--- config.mk ---
export PLATFORM = sky130hd
export DESIGN_NAME = priority_decoder_2x4_flat
export DESIGN_NICKNAME = d
export VERILOG_FILES = /design/src/rtl/priority_decoder_2x4_if.sv /design/src/rtl/priority_decoder_2x4.sv /design/src/flat_wrapper.sv
export SDC_FILE = /design/constraint.sdc
export NUM_CORES = 1
export LEC_CHECK = 0
export CAP_MARGIN = 10
export CORE_UTILIZATION = 51
export CTS_BUF_LIST = sky130_fd_sc_hd__clkbuf_8
export CTS_CLUSTER_SIZE = 24
export DETAILED_ROUTE_END_ITERATION = 10
export GPL_ROUTABILITY_DRIVEN = 0
export GPL_TIMING_DRIVEN = 1
export PLACE_DENSITY_LB_ADDON = 0.2
export SYNTH_ARGS = -nofsm -noshare
export SYNTH_HDL_FRONTEND = slang
export SYNTH_SLANG_ARGS = --single-unit
--- constraint.sdc ---
create_clock -name clk -period 2.92 [get_ports clk]
set_input_delay 0.584 -clock clk [delete_from_list [all_inputs] [get_ports clk]]
set_output_delay 0.584 -clock clk [all_outputs]
set_load 0.02 [all_outputs]
--- src/rtl/priority_decoder_2x4_if.sv ---
// Handshake and output bundle for priority_decoder_2x4.
// The master side sources codes; the slave side is the decoder.
interface priority_decoder_2x4_if;
  logic       e;
  logic       in_valid;
  logic [1:0] in_code;
  logic       in_ready;
  logic [3:0] y;
  logic       busy;
  logic       done;

  modport master (
    output e,
    output in_valid,
    output in_code,
    input  in_ready,
    input  y,
    input  busy,
    input  done
  );

  modport slave (
    input  e,
    input  in_valid,
    input  in_code,
    output in_ready,
    output y,
    output busy,
    output done
  );
endinterface

--- src/rtl/priority_decoder_2x4.sv ---
// Sequential 2-to-4 decoder: holds a one-hot line for HOLD_CYCLES cycles per accepted code.
// Define DECODER_REPEAT_EN to allow gap-free re-acceptance of the same code in the final cycle.
module priority_decoder_2x4 #(
  parameter int unsigned HOLD_CYCLES = 4,
  parameter int unsigned CNT_W       = 8
) (
  input logic                   clk,
  input logic                   rst,
  priority_decoder_2x4_if.slave dec_if
);

  // A zero hold is meaningless; treat it as a single-cycle strobe.
  localparam int unsigned      HoldEff  = (HOLD_CYCLES == 0) ? 1 : HOLD_CYCLES;
  localparam logic [CNT_W-1:0] HoldLoad = CNT_W'(HoldEff);
  localparam logic [CNT_W-1:0] CntOne   = CNT_W'(1);

  typedef enum logic [0:0] {StIdle, StHold} state_e;

  state_e           state_q, state_d;
  logic [CNT_W-1:0] cnt_q, cnt_d;
  logic [1:0]       code_q, code_d;
  logic [3:0]       y_q, y_d;
  logic             busy_q, busy_d;
  logic             done_q, done_d;
  logic             in_ready;
  logic             accept;
  logic [CNT_W-1:0] cnt_dec;

  function automatic logic [3:0] onehot(input logic [1:0] code);
    return 4'b0001 << code;
  endfunction

  always_comb begin
    in_ready = 1'b0;
    if (!rst) begin
      case (state_q)
        StIdle: in_ready = dec_if.e;
        StHold: begin
`ifdef DECODER_REPEAT_EN
          in_ready = dec_if.e && dec_if.in_valid && (cnt_q == CntOne) &&
                     (dec_if.in_code == code_q);
`else
          in_ready = 1'b0;
`endif
        end
        default: in_ready = 1'b0;
      endcase
    end
  end

  assign accept  = dec_if.in_valid && in_ready;
  assign cnt_dec = cnt_q - CntOne;

  always_comb begin
    state_d = state_q;
    cnt_d   = cnt_q;
    code_d  = code_q;
    y_d     = y_q;
    busy_d  = busy_q;
    done_d  = 1'b0;
    case (state_q)
      StIdle: begin
        if (accept) begin
          state_d = StHold;
          cnt_d   = HoldLoad;
          code_d  = dec_if.in_code;
          y_d     = onehot(dec_if.in_code);
          busy_d  = 1'b1;
          done_d  = (HoldLoad == CntOne);
        end else begin
          cnt_d  = '0;
          y_d    = 4'b0000;
          busy_d = 1'b0;
        end
      end
      StHold: begin
        if (!dec_if.e) begin
          // Abort: drop the strobe immediately with no done pulse.
          state_d = StIdle;
          cnt_d   = '0;
          y_d     = 4'b0000;
          busy_d  = 1'b0;
        end else if (accept) begin
          cnt_d  = HoldLoad;
          done_d = (HoldLoad == CntOne);
        end else if (cnt_q <= CntOne) begin
          state_d = StIdle;
          cnt_d   = '0;
          y_d     = 4'b0000;
          busy_d  = 1'b0;
        end else begin
          cnt_d  = cnt_dec;
          done_d = (cnt_dec == CntOne);
        end
      end
      default: begin
        state_d = StIdle;
        cnt_d   = '0;
        y_d     = 4'b0000;
        busy_d  = 1'b0;
      end
    endcase
  end

  always_ff @(posedge clk) begin
    if (rst) begin
      state_q <= StIdle;
      cnt_q   <= '0;
      code_q  <= 2'b00;
      y_q     <= 4'b0000;
      busy_q  <= 1'b0;
      done_q  <= 1'b0;
    end else begin
      state_q <= state_d;
      cnt_q   <= cnt_d;
      code_q  <= code_d;
      y_q     <= y_d;
      busy_q  <= busy_d;
      done_q  <= done_d;
    end
  end

  assign dec_if.in_ready = in_ready;
  assign dec_if.y        = y_q;
  assign dec_if.busy     = busy_q;
  assign dec_if.done     = done_q;

endmodule
--- src/flat_wrapper.sv ---
// flat-port wrapper written by rule: the top's interface ports become plain ports
module priority_decoder_2x4_flat 
#(
  parameter int unsigned HOLD_CYCLES = 4,
  parameter int unsigned CNT_W       = 8
)
  (clk, rst, dec_if_e, dec_if_in_valid, dec_if_in_code, dec_if_in_ready, dec_if_y, dec_if_busy, dec_if_done);
  priority_decoder_2x4_if dec_if_i ();
  input logic clk;
  input logic rst;
  input wire logic [$bits(dec_if_i.e)-1:0] dec_if_e;
  input wire logic [$bits(dec_if_i.in_valid)-1:0] dec_if_in_valid;
  input wire logic [$bits(dec_if_i.in_code)-1:0] dec_if_in_code;
  output wire logic [$bits(dec_if_i.in_ready)-1:0] dec_if_in_ready;
  output wire logic [$bits(dec_if_i.y)-1:0] dec_if_y;
  output wire logic [$bits(dec_if_i.busy)-1:0] dec_if_busy;
  output wire logic [$bits(dec_if_i.done)-1:0] dec_if_done;
  assign dec_if_i.e = dec_if_e;
  assign dec_if_i.in_valid = dec_if_in_valid;
  assign dec_if_i.in_code = dec_if_in_code;
  assign dec_if_in_ready = dec_if_i.in_ready;
  assign dec_if_y = dec_if_i.y;
  assign dec_if_busy = dec_if_i.busy;
  assign dec_if_done = dec_if_i.done;
  priority_decoder_2x4 #(.HOLD_CYCLES(HOLD_CYCLES), .CNT_W(CNT_W)) u_core (.clk(clk), .rst(rst), .dec_if(dec_if_i));
endmodule
=== Word-level counts from Yosys, hierarchy flattened ===
Cells that the tools add are included.

* Input port bits: 6
* Output and inout bits: 7
* Word-level logic and storage cells: 39
* Flip-flop bits (word level): 15

* Reduce and logical (&&, ||, !) cells: 2
* Muxes and demuxes: 25
* $add $sub $neg: 1
* Bitwise logic cells: 1
* Equal/unequal tests: 3
* $lt $le $gt $ge: 1
* Shifts and indexed selects: 1

{| class="wikitable"
|+ Operators by type and width
! cell !! number
|-
| 8-bit 2-to-1 mux || 3
|-
| 4-bit 2-to-1 mux || 4
|-
| 8-bit case mux with 2 select lines || 1
|-
| 1-bit 2-to-1 mux || 11
|-
| 8-bit by 1-bit == test with 1-bit output (second input constant) || 1
|-
| 8-bit by 1-bit less-or-equal comparator with 1-bit output (second input constant) || 1
|-
| 1-bit case mux with 2 select lines || 4
|-
| 4-bit case mux with 2 select lines || 1
|-
| 8-bit by 1-bit subtractor with 8-bit output (second input constant) || 1
|-
| 3-bit inequality test (second input constant) || 2
|-
| 1-bit by 2-bit << shifter with 4-bit output (first input constant) || 1
|-
| 3-bit 2-to-1 mux || 1
|-
| 2-bit AND reduction || 1
|-
| 1-bit logical AND || 1
|-
| 1-bit NOT || 1
|}

=== Depth between registers and ports, before layout ===
Gate-level depths: netlist of run 1.

* Depth after elaboration: 7
* Gate-level depth with buffers: 6

=== Worst setup path after synthesis of run 1 ===
Ideal clock, no wire load.

* Path type: input-to-output
* Start point: input dec_if_e
* End point: output dec_if_in_ready
* Buffers on the path: 0
* Arrival time: 1,157 ps
* Path slack: 1,179 ps
* Required time: 2,336 ps
* Cell stages on the path: 1
* Cell sequence: nor3b_1

* Word-level cells in the longest chain between the ends: 2

{| class="wikitable"
|+ Ends and longest elaborated chain
! element !! RTL line !! RTL
|-
| start: declaration || flat_wrapper.sv:11 || <nowiki>input wire logic [$bits(dec_if_i.e)-1:0] dec_if_e;</nowiki>
|-
| 1-bit case mux with 2 select lines || priority_decoder_2x4.sv:36 || <nowiki>case (state_q)</nowiki>
|-
| 1-bit 2-to-1 mux || priority_decoder_2x4.sv:35 || <nowiki>if (!rst) begin</nowiki>
|-
| end: declaration || flat_wrapper.sv:14 || <nowiki>output wire logic [$bits(dec_if_i.in_ready)-1:0] dec_if_in_ready;</nowiki>
|}

No other way between the ends.

=== Worst setup path in the final report of run 1 ===
Same ends and word-level chain as after synthesis.

==> reports/summary.log, run 1 <==
[run_status] run status finished clean
[detailed_routing] number of antenna-violating nets in the routed design 0
[timing] worst slew pin tran 0.607 ns
[clock_network] hold buffer count at CTS 0
[pwr] sequential cell fraction of total power 51.5%
[clock_network] # Post-CTS Setup Buffers 0
[cells_and_area] share of final-layout standard cells stronger than drive strength 1 11.1%
[synth] post-synth cell types 28
[clock_network] H-tree levels 1
[floorplanning] vertical extent of the die 38.9 µm
[cells_and_area] antenna cell count 0
[cells_and_area] post-synthesis to final-layout area growth 24.1%
[clock_network] Num Clock Sinks 15
[pwr] ratio of total power to cell area 476 nW/µm²
[worst_setup_path] largest delay contributor family on the critical path buffers and inverters
[detailed_routing] starting DRC count in detailed routing 6
[worst_setup_path] critical path endpoint category output port
[clock_network] clock latency on the worst-skew pair 0.25 ns
[global_routing] antenna violations before repair 0
[synth] Seq cells post-synth 15
[timing] final critical-path required period 2.63 ns
[timing] Final Hold Viols 0
[worst_setup_path] data arrival time at the worst-slack endpoint 2.04 ns
[floorplanning] number of rows in the core area 12
[global_routing] via count of the first global-routing pass 553
[pwr] total internal power 0.320 mW
[timing] count of final setup violators 0
[global_routing] remaining global-route overflow 0
[pwr] leakage dissipation 0.344 nW
[placement] count of buffers inserted at the top-level ports 12
[worst_setup_path] buffering stage count on the worst path with inverters included 2
[job] number of max-cap violations 0
[worst_setup_path] Cell Chain, Critical Path clkdlybuf4s50_1, nor3b_1, clkdlybuf4s50_1
[floorplanning] effective utilization at floorplan 58.5%
[min_path] class of the worst hold path register to register
[clock_network] number of CTS-inserted buffers 3
[timing] max-slew violation count 0
[cells_and_area] Core Util, Final 72.7%
[placement] hpwl dp 933 µm
[clock_network] post-CTS sizing 0
[timing] Max Clk Rate 381 MHz
[detailed_routing] via-per-instance ratio 5.60
[timing] relative max-transition margin 59.6%
[floorplanning] I/O pin count 13
[timing] RSZ-0062 raised after global routing false
[detailed_routing] detailed-route DRC error count 0
[pwr] fraction of power consumed by the clock network 40.2%
[pwr] net switching component of the power 0.0898 mW
[pwr] Worst IR Drop VDD 426 µV
[worst_setup_path] CP max-delay cell sky130_fd_sc_hd__clkdlybuf4s50_1
[worst_setup_path] critical path start-end classification input port to output port
[worst_setup_path] most frequent cell on the critical path sky130_fd_sc_hd__clkdlybuf4s50_1
[synth] most used flip-flop cell after synthesis sky130_fd_sc_hd__dfxtp_1
[global_routing] largest net degree at the start of global routing 14
[cells_and_area] finished layout cell area 862 µm²
[detailed_routing] Pre-antenna DRT Iters 4
[timing] Final TNS setup 0 ns
[clock_network] Clock Tree Root sky130_fd_sc_hd__clkbuf_8
[timing] Worst Skew 0.00223 ns
[synth] cell count after synthesis 76
[synth] number of enable flip-flop cells after synthesis 0
[worst_setup_path] required time of the critical path 2.34 ns
[synth] number of synthesis warnings 0
[synth] netlist area before placement 694 µm²
[pwr] Switching Fraction 21.9%
[detailed_routing] routed wire length 1.39 mm
[cells_and_area] final-stage net count 100
[synth] fraction of the yosys area taken by sequential cells 43.2%
[clock_network] TritonCTS clock tree built
[global_routing] global-route wire length before repair 2.28 mm
[floorplanning] Core Footprint 1190 µm²
[synth] FFs w/ async S/R, synth 0%
[worst_setup_path] top fanout value on the critical path 4
[floorplanning] x dimension of the die 38.9 µm
[pwr] fraction of power consumed by combinational cells 8.3%
[clock_network] Clock Tree Buf Depth 2
[synth] Post-Syn Nets 85
[cells_and_area] FILL cells 113
[global_routing] GRT Util Overall 23.0%
[synth] Yosys top cell by area sky130_fd_sc_hd__dfxtp_1
[worst_setup_path] nature of the critical path startpoint input port
[synth] Mapped Avg Cell Area 9.14 µm²
[worst_setup_path] Slowest Stage Delay on Critical Path 0.66 ns
[timing] final worst-path cycle share 89.9%
[floorplanning] full die area 1510 µm²
[synth] Synth area leaders sky130_fd_sc_hd__dfxtp_1 43%, sky130_fd_sc_hd__ha_1 5.4%, sky130_fd_sc_hd__o21ai_0 5.0%
[synth] top cell type's share of synthesized area 43.2%
[placement] placed cell area 816 µm²
[detailed_routing] routed len/inst 13.3 µm
[detailed_routing] DR vias 582
[clock_network] Clock transition at path regs 0.06 ns
==> layer usage <==
layer / vias up / share of wire, % / GRT usage, % / routed length [µm]
met5: - / 0 / 0 / 0
met4: 0 / 1.4 / 7.76 / 20
met3: 4 / 7.1 / 11.0 / 99
met2: 17 / 44 / 37.1 / 616
met1: 262 / 47 / 26.3 / 649
li1: 299 / - / - / -
==> final timing paths <==
check	from	to	slack, ns	depth (start not counted)
setup / recovery	dec_if_e	dec_if_in_ready	0.29	3
hold / removal	u_core.dec_if.y[0]	u_core.dec_if.y[0]	0.45	2
setup reg to reg	u_core.cnt_q[0]	u_core.cnt_q[6]	1.05	5
hold reg to reg	u_core.dec_if.y[0]	u_core.dec_if.y[0]	0.45	2
==> state kept, by name, summed over array words and instances (netlist names) <==
signal / count
u_core.state_q: 1
u_core.dec_if.busy: 1
u_core.cnt_q: 8
u_core.dec_if.y: 4
u_core.dec_if.done: 1
==> power by group through the flow <==
| stage | clock network (mW) | registers, mW | logic, mW |
|---|---|---|---|
| detailed placement | 0 | 0.215 | 0.0334 |
| finish | 0.165 | 0.211 | 0.0342 |
| floorplan | 0 | 0.217 | 0.0167 |
| global route | 0.180 | 0.211 | 0.0370 |
| global placement | 0 | 0.215 | 0.0325 |
| CTS | 0.169 | 0.211 | 0.0341 |
==> final cells by class <==
| cell class | instances | area (µm²) | share of cell area, % |
|---|---|---|---|
| clock buffers | 3 | 41.3 | 4.79 |
| repair buffers | 12 | 120 | 13.9 |
| well taps | 14 | 17.5 | 2.03 |
| inverters | 7 | 26.3 | 3.05 |
| multi-input cells | 52 | 352 | 40.8 |
| clock inverters | 1 | 5.00 | 0.581 |
| flip-flops and latches | 15 | 300 | 34.8 |
==> layout by cell type (no fill, tap or decap) <==
| master | n |
|---|---|
| sky130_fd_sc_hd__a2111oi_0 | 1 |
| sky130_fd_sc_hd__a21oi_1 | 4 |
| sky130_fd_sc_hd__a21oi_2 | 2 |
| sky130_fd_sc_hd__and3b_1 | 1 |
| sky130_fd_sc_hd__clkbuf_8 | 3 |
| sky130_fd_sc_hd__clkdlybuf4s50_1 | 12 |
| sky130_fd_sc_hd__clkinv_2 | 1 |
| sky130_fd_sc_hd__dfxtp_1 | 15 |
| sky130_fd_sc_hd__ha_1 | 3 |
| sky130_fd_sc_hd__inv_1 | 7 |
| sky130_fd_sc_hd__nand2_1 | 4 |
| sky130_fd_sc_hd__nand3_1 | 3 |
| sky130_fd_sc_hd__nand3b_1 | 1 |
| sky130_fd_sc_hd__nor2_1 | 4 |
| sky130_fd_sc_hd__nor2b_1 | 1 |
| sky130_fd_sc_hd__nor3_1 | 2 |
| sky130_fd_sc_hd__nor3b_1 | 1 |
| sky130_fd_sc_hd__nor4bb_1 | 1 |
| sky130_fd_sc_hd__o21ai_0 | 7 |
| sky130_fd_sc_hd__o22ai_1 | 2 |
| sky130_fd_sc_hd__o31ai_1 | 2 |
| sky130_fd_sc_hd__o31ai_4 | 1 |
| sky130_fd_sc_hd__o32ai_1 | 1 |
| sky130_fd_sc_hd__or2_2 | 1 |
| sky130_fd_sc_hd__or3_1 | 4 |
| sky130_fd_sc_hd__or3_2 | 1 |
| sky130_fd_sc_hd__or3b_2 | 1 |
| sky130_fd_sc_hd__or4_1 | 2 |
| sky130_fd_sc_hd__xnor2_1 | 2 |
==> cells in the mapped netlist (2+ instances only) <==
master and count:
sky130_fd_sc_hd__o22ai_1 2, sky130_fd_sc_hd__nor2_1 4, sky130_fd_sc_hd__a21oi_1 4, sky130_fd_sc_hd__nand2_1 4
sky130_fd_sc_hd__o21ai_0 7, sky130_fd_sc_hd__a21oi_2 2, sky130_fd_sc_hd__or4_1 2, sky130_fd_sc_hd__xnor2_1 2
sky130_fd_sc_hd__nor3_1 2, sky130_fd_sc_hd__or3_1 4, sky130_fd_sc_hd__inv_1 7, sky130_fd_sc_hd__ha_1 3
sky130_fd_sc_hd__o31ai_1 2, sky130_fd_sc_hd__nand3_1 3, sky130_fd_sc_hd__dfxtp_1 15
==> worst reg2reg max path: stages (launching register included) <==
cell,delay [ns]
sky130_fd_sc_hd__dfxtp_1,0.36
sky130_fd_sc_hd__inv_1,0.10
sky130_fd_sc_hd__ha_1,0.27
sky130_fd_sc_hd__or3b_2,0.51
sky130_fd_sc_hd__or4_1,0.41
sky130_fd_sc_hd__a21oi_1,0.15
==> cell families after synthesis <==
kind of cell	Yosys count	share of synthesized area [%]
AND/OR/NAND/NOR	27	22.7
adder cells (fa/ha/maj)	3	5.41
flip-flops	15	43.2
buffers and inverters	9	6.13
XOR/XNOR	2	2.52
AO/OA/AOI/OAI	20	20.0
==> per-stage QoR <==
step / total power [mW] / std cells / hold WS [ns] / worst slack (ns)
floorplan: 0.233 / 76 / 0.451 / 1.18
global placement: 0.248 / 100 / 0.438 / 0.383
detailed placement: 0.249 / 100 / 0.444 / 0.360
CTS: 0.414 / 104 / 0.452 / 0.284
global route: 0.429 / 104 / 0.476 / 0.209
finish: 0.410 / 104 / 0.455 / 0.294
Power figures use the tool's default switching activity.
==> inputs of run 2 (changes only) <==
--- a/config.mk
+++ b/config.mk
@@ -9,5 +9,4 @@
 export CORE_UTILIZATION = 51
 export CTS_BUF_LIST = sky130_fd_sc_hd__clkbuf_8
-export CTS_CLUSTER_SIZE = 24
 export DETAILED_ROUTE_END_ITERATION = 10
 export GPL_ROUTABILITY_DRIVEN = 0
==> constraint.sdc (replaced) <==
create_clock -name clk -period 2.92 [get_ports clk]
set_input_delay 0.584 -clock clk [delete_from_list [all_inputs] [get_ports clk]]
set_output_delay 0.584 -clock clk [all_outputs]
set_load 0.01 [all_outputs]
==> run 2 against run 1 <==
Against the previous run: clock power about the same; first-iteration DRC count increased by 67%; flip-flop and latch count unchanged; cell count unchanged; total power about the same; sequential share of layout area unchanged; largest power group unchanged; highest routed layer unchanged.
==> reports/summary.log, run 2 (synthesis results as in run 1) <==
[cells_and_area] antenna cell count 0
[worst_setup_path] Cell Chain, Critical Path clkdlybuf4s50_1, nor3b_1, clkdlybuf4s50_1
[timing] final worst-path cycle share 85.4%
[placement] hpwl dp 937 µm
[timing] Max Clk Rate 401 MHz
[cells_and_area] flip-flop count of the largest register, all copies and words added 8
[timing] RSZ-0062 raised after global routing false
[clock_network] post-CTS sizing 0
[floorplanning] x dimension of the die 38.9 µm
[timing] count of final setup violators 0
[clock_network] H-tree levels 1
[detailed_routing] number of antenna-violating nets in the routed design 0
[worst_setup_path] critical path endpoint category output port
[worst_setup_path] critical path start-end classification input port to output port
[worst_setup_path] buffering stage count on the worst path with inverters included 2
[worst_setup_path] launching instance or port of the critical path dec_if_e
[pwr] leakage dissipation 0.344 nW
[cells_and_area] most common cell after layout, fill and taps aside sky130_fd_sc_hd__dfxtp_1
[job] number of max-cap violations 0
[timing] Worst Skew 0.00190 ns
[timing] Final Hold Viols 0
[timing] max-slew violation count 0
[global_routing] global-route wire length before repair 2.19 mm
[detailed_routing] via-per-instance ratio 5.53
[global_routing] antenna violations before repair 0
[worst_setup_path] data arrival time at the worst-slack endpoint 1.91 ns
[worst_setup_path] Worst R2R Setup Slack 1.06 ns
[worst_setup_path] required time of the critical path 2.34 ns
[clock_network] Clock Tree Buf Depth 2
[clock_network] # Post-CTS Setup Buffers 0
[global_routing] GRT Util Overall 22.5%
[min_path] class of the worst hold path register to register
[detailed_routing] Pre-antenna DRT Iters 4
[run_status] run status finished clean
[global_routing] remaining global-route overflow 0
[pwr] Worst IR Drop VDD 526 µV
[worst_setup_path] number of logic stages on the critical path including buffering 3
[timing] Final TNS setup 0 ns
[floorplanning] number of rows in the core area 12
[floorplanning] vertical extent of the die 38.9 µm
[floorplanning] I/O pin count 13
[clock_network] TritonCTS clock tree built
[detailed_routing] routed wire length 1.37 mm
[clock_network] Clock transition at path regs 0.06 ns
[clock_network] hold buffer count at CTS 0
[worst_setup_path] top fanout value on the critical path 4
[floorplanning] Core Footprint 1190 µm²
[detailed_routing] starting DRC count in detailed routing 10
[timing] worst slew pin tran 0.606 ns
[detailed_routing] DR vias 575
[timing] final critical-path required period 2.49 ns
[global_routing] largest net degree at the start of global routing 14
[worst_setup_path] largest delay contributor family on the critical path buffers and inverters
[worst_setup_path] number of cells on the worst reg-to-reg path 5
[global_routing] via count of the first global-routing pass 516
[placement] count of buffers inserted at the top-level ports 12
[cells_and_area] commonest cells after routing, fill and taps aside 15 x sky130_fd_sc_hd__dfxtp_1, 12 x sky130_fd_sc_hd__clkdlybuf4s50_1, 7 x sky130_fd_sc_hd__inv_1, 7 x sky130_fd_sc_hd__o21ai_0
[cells_and_area] post-synthesis to final-layout area growth 24.1%
[worst_setup_path] capture point of the worst reg-to-reg path u_core.cnt_q[6]
[pwr] post-route total power 0.410 mW
[floorplanning] full die area 1510 µm²
[worst_setup_path] Slowest Stage Delay on Critical Path 0.58 ns
[floorplanning] effective utilization at floorplan 58.5%
[worst_setup_path] most frequent cell on the critical path sky130_fd_sc_hd__clkdlybuf4s50_1
[worst_setup_path] CP max-delay cell sky130_fd_sc_hd__clkdlybuf4s50_1
[clock_network] clock latency on the worst-skew pair 0.25 ns
[cells_and_area] final-stage net count 100
[clock_network] number of CTS-inserted buffers 3
[timing] relative max-transition margin 59.6%
[detailed_routing] detailed-route DRC error count 0
[cells_and_area] share of final-layout standard cells stronger than drive strength 1 11.1%
[worst_setup_path] nature of the critical path startpoint input port
[detailed_routing] routed len/inst 13.2 µm
[cells_and_area] largest register by flop count u_core.cnt_q
[clock_network] Clock Tree Root sky130_fd_sc_hd__clkbuf_8
[worst_setup_path] worst reg2reg startpoint u_core.cnt_q[0]
[timing] worst hold slack 0.455 ns
[worst_setup_path] Worst Setup EP dec_if_in_ready
[pwr] ratio of total power to cell area 476 nW/µm²
[clock_network] Num Clock Sinks 15
## run 2: cell counts in the layout (fill, tap and decap cells not counted)
No cell type changed its count.
## run 2: per-layer routing
metal  wire length [µm]  GRT usage (%)  vias to the layer above
met3                 79           11.0                        2
met1                657           25.3                      261
met5                  0              0                        -
met2                626           36.7                       12
li1                   -              -                      300
met4                 10           7.76                        0
## run 2: worst reg2reg max path: cells and delay by family (launching register included)
kind / cells / cell delay [ns]
flip-flops: 1 / 0.36
adder cells (fa/ha/maj): 1 / 0.26
buffers and inverters: 1 / 0.10
AO/OA/AOI/OAI: 1 / 0.14
AND/OR/NAND/NOR: 2 / 0.92
## run 2: stage by stage
| step | instances | area, µm² | utilization [%] | worst slack (ns) |
|---|---|---|---|---|
| after global routing | 104 | 862 | 72.7 | 0.377 |
| after global placement | 100 | 816 | 68.8 | 0.451 |
| after floorplan | 76 | 694 | - | 1.23 |
| after detailed placement | 100 | 816 | 68.8 | 0.427 |
| after CTS | 104 | 862 | 72.7 | 0.417 |
| final | 104 | 862 | 72.7 | 0.428 |
## run 2: how the worst min path moves through the flow
stage | cells past startpoint | endpoint | slack [ns] | start
2_1_floorplan | 1 | u_core.cnt_q[0] | 0.45 | u_core.cnt_q[0]
3_5_place_dp | 2 | u_core.dec_if.y[1] | 0.44 | u_core.dec_if.y[1]
5_1_grt | 2 | u_core.dec_if.y[0] | 0.48 | u_core.dec_if.y[0]
3_3_place_gp | 2 | u_core.dec_if.y[1] | 0.44 | u_core.dec_if.y[1]
4_1_cts | 2 | u_core.dec_if.y[1] | 0.45 | u_core.dec_if.y[1]
6_report | 2 | u_core.dec_if.y[1] | 0.45 | u_core.dec_if.y[1]
## run 2: area by class of cell
class,instances,area [µm²]
clock buffer,3,41.3
clock inverter,1,5.00
fill,100,324
inverter,7,26.3
multi-input combinational,52,352
sequential,15,300
tap,14,17.5
timing repair buffer,12,120
## run 2: where the power goes
group / internal [mW] / leakage [nW] / switching, mW / total [mW]
Sequential: 0.208 / 0.121 / 0.00311 / 0.211
Clock: 0.0945 / 0.0255 / 0.0727 / 0.167
Combinational: 0.0179 / 0.197 / 0.0143 / 0.0321
Total: 0.320 / 0.344 / 0.0901 / 0.410
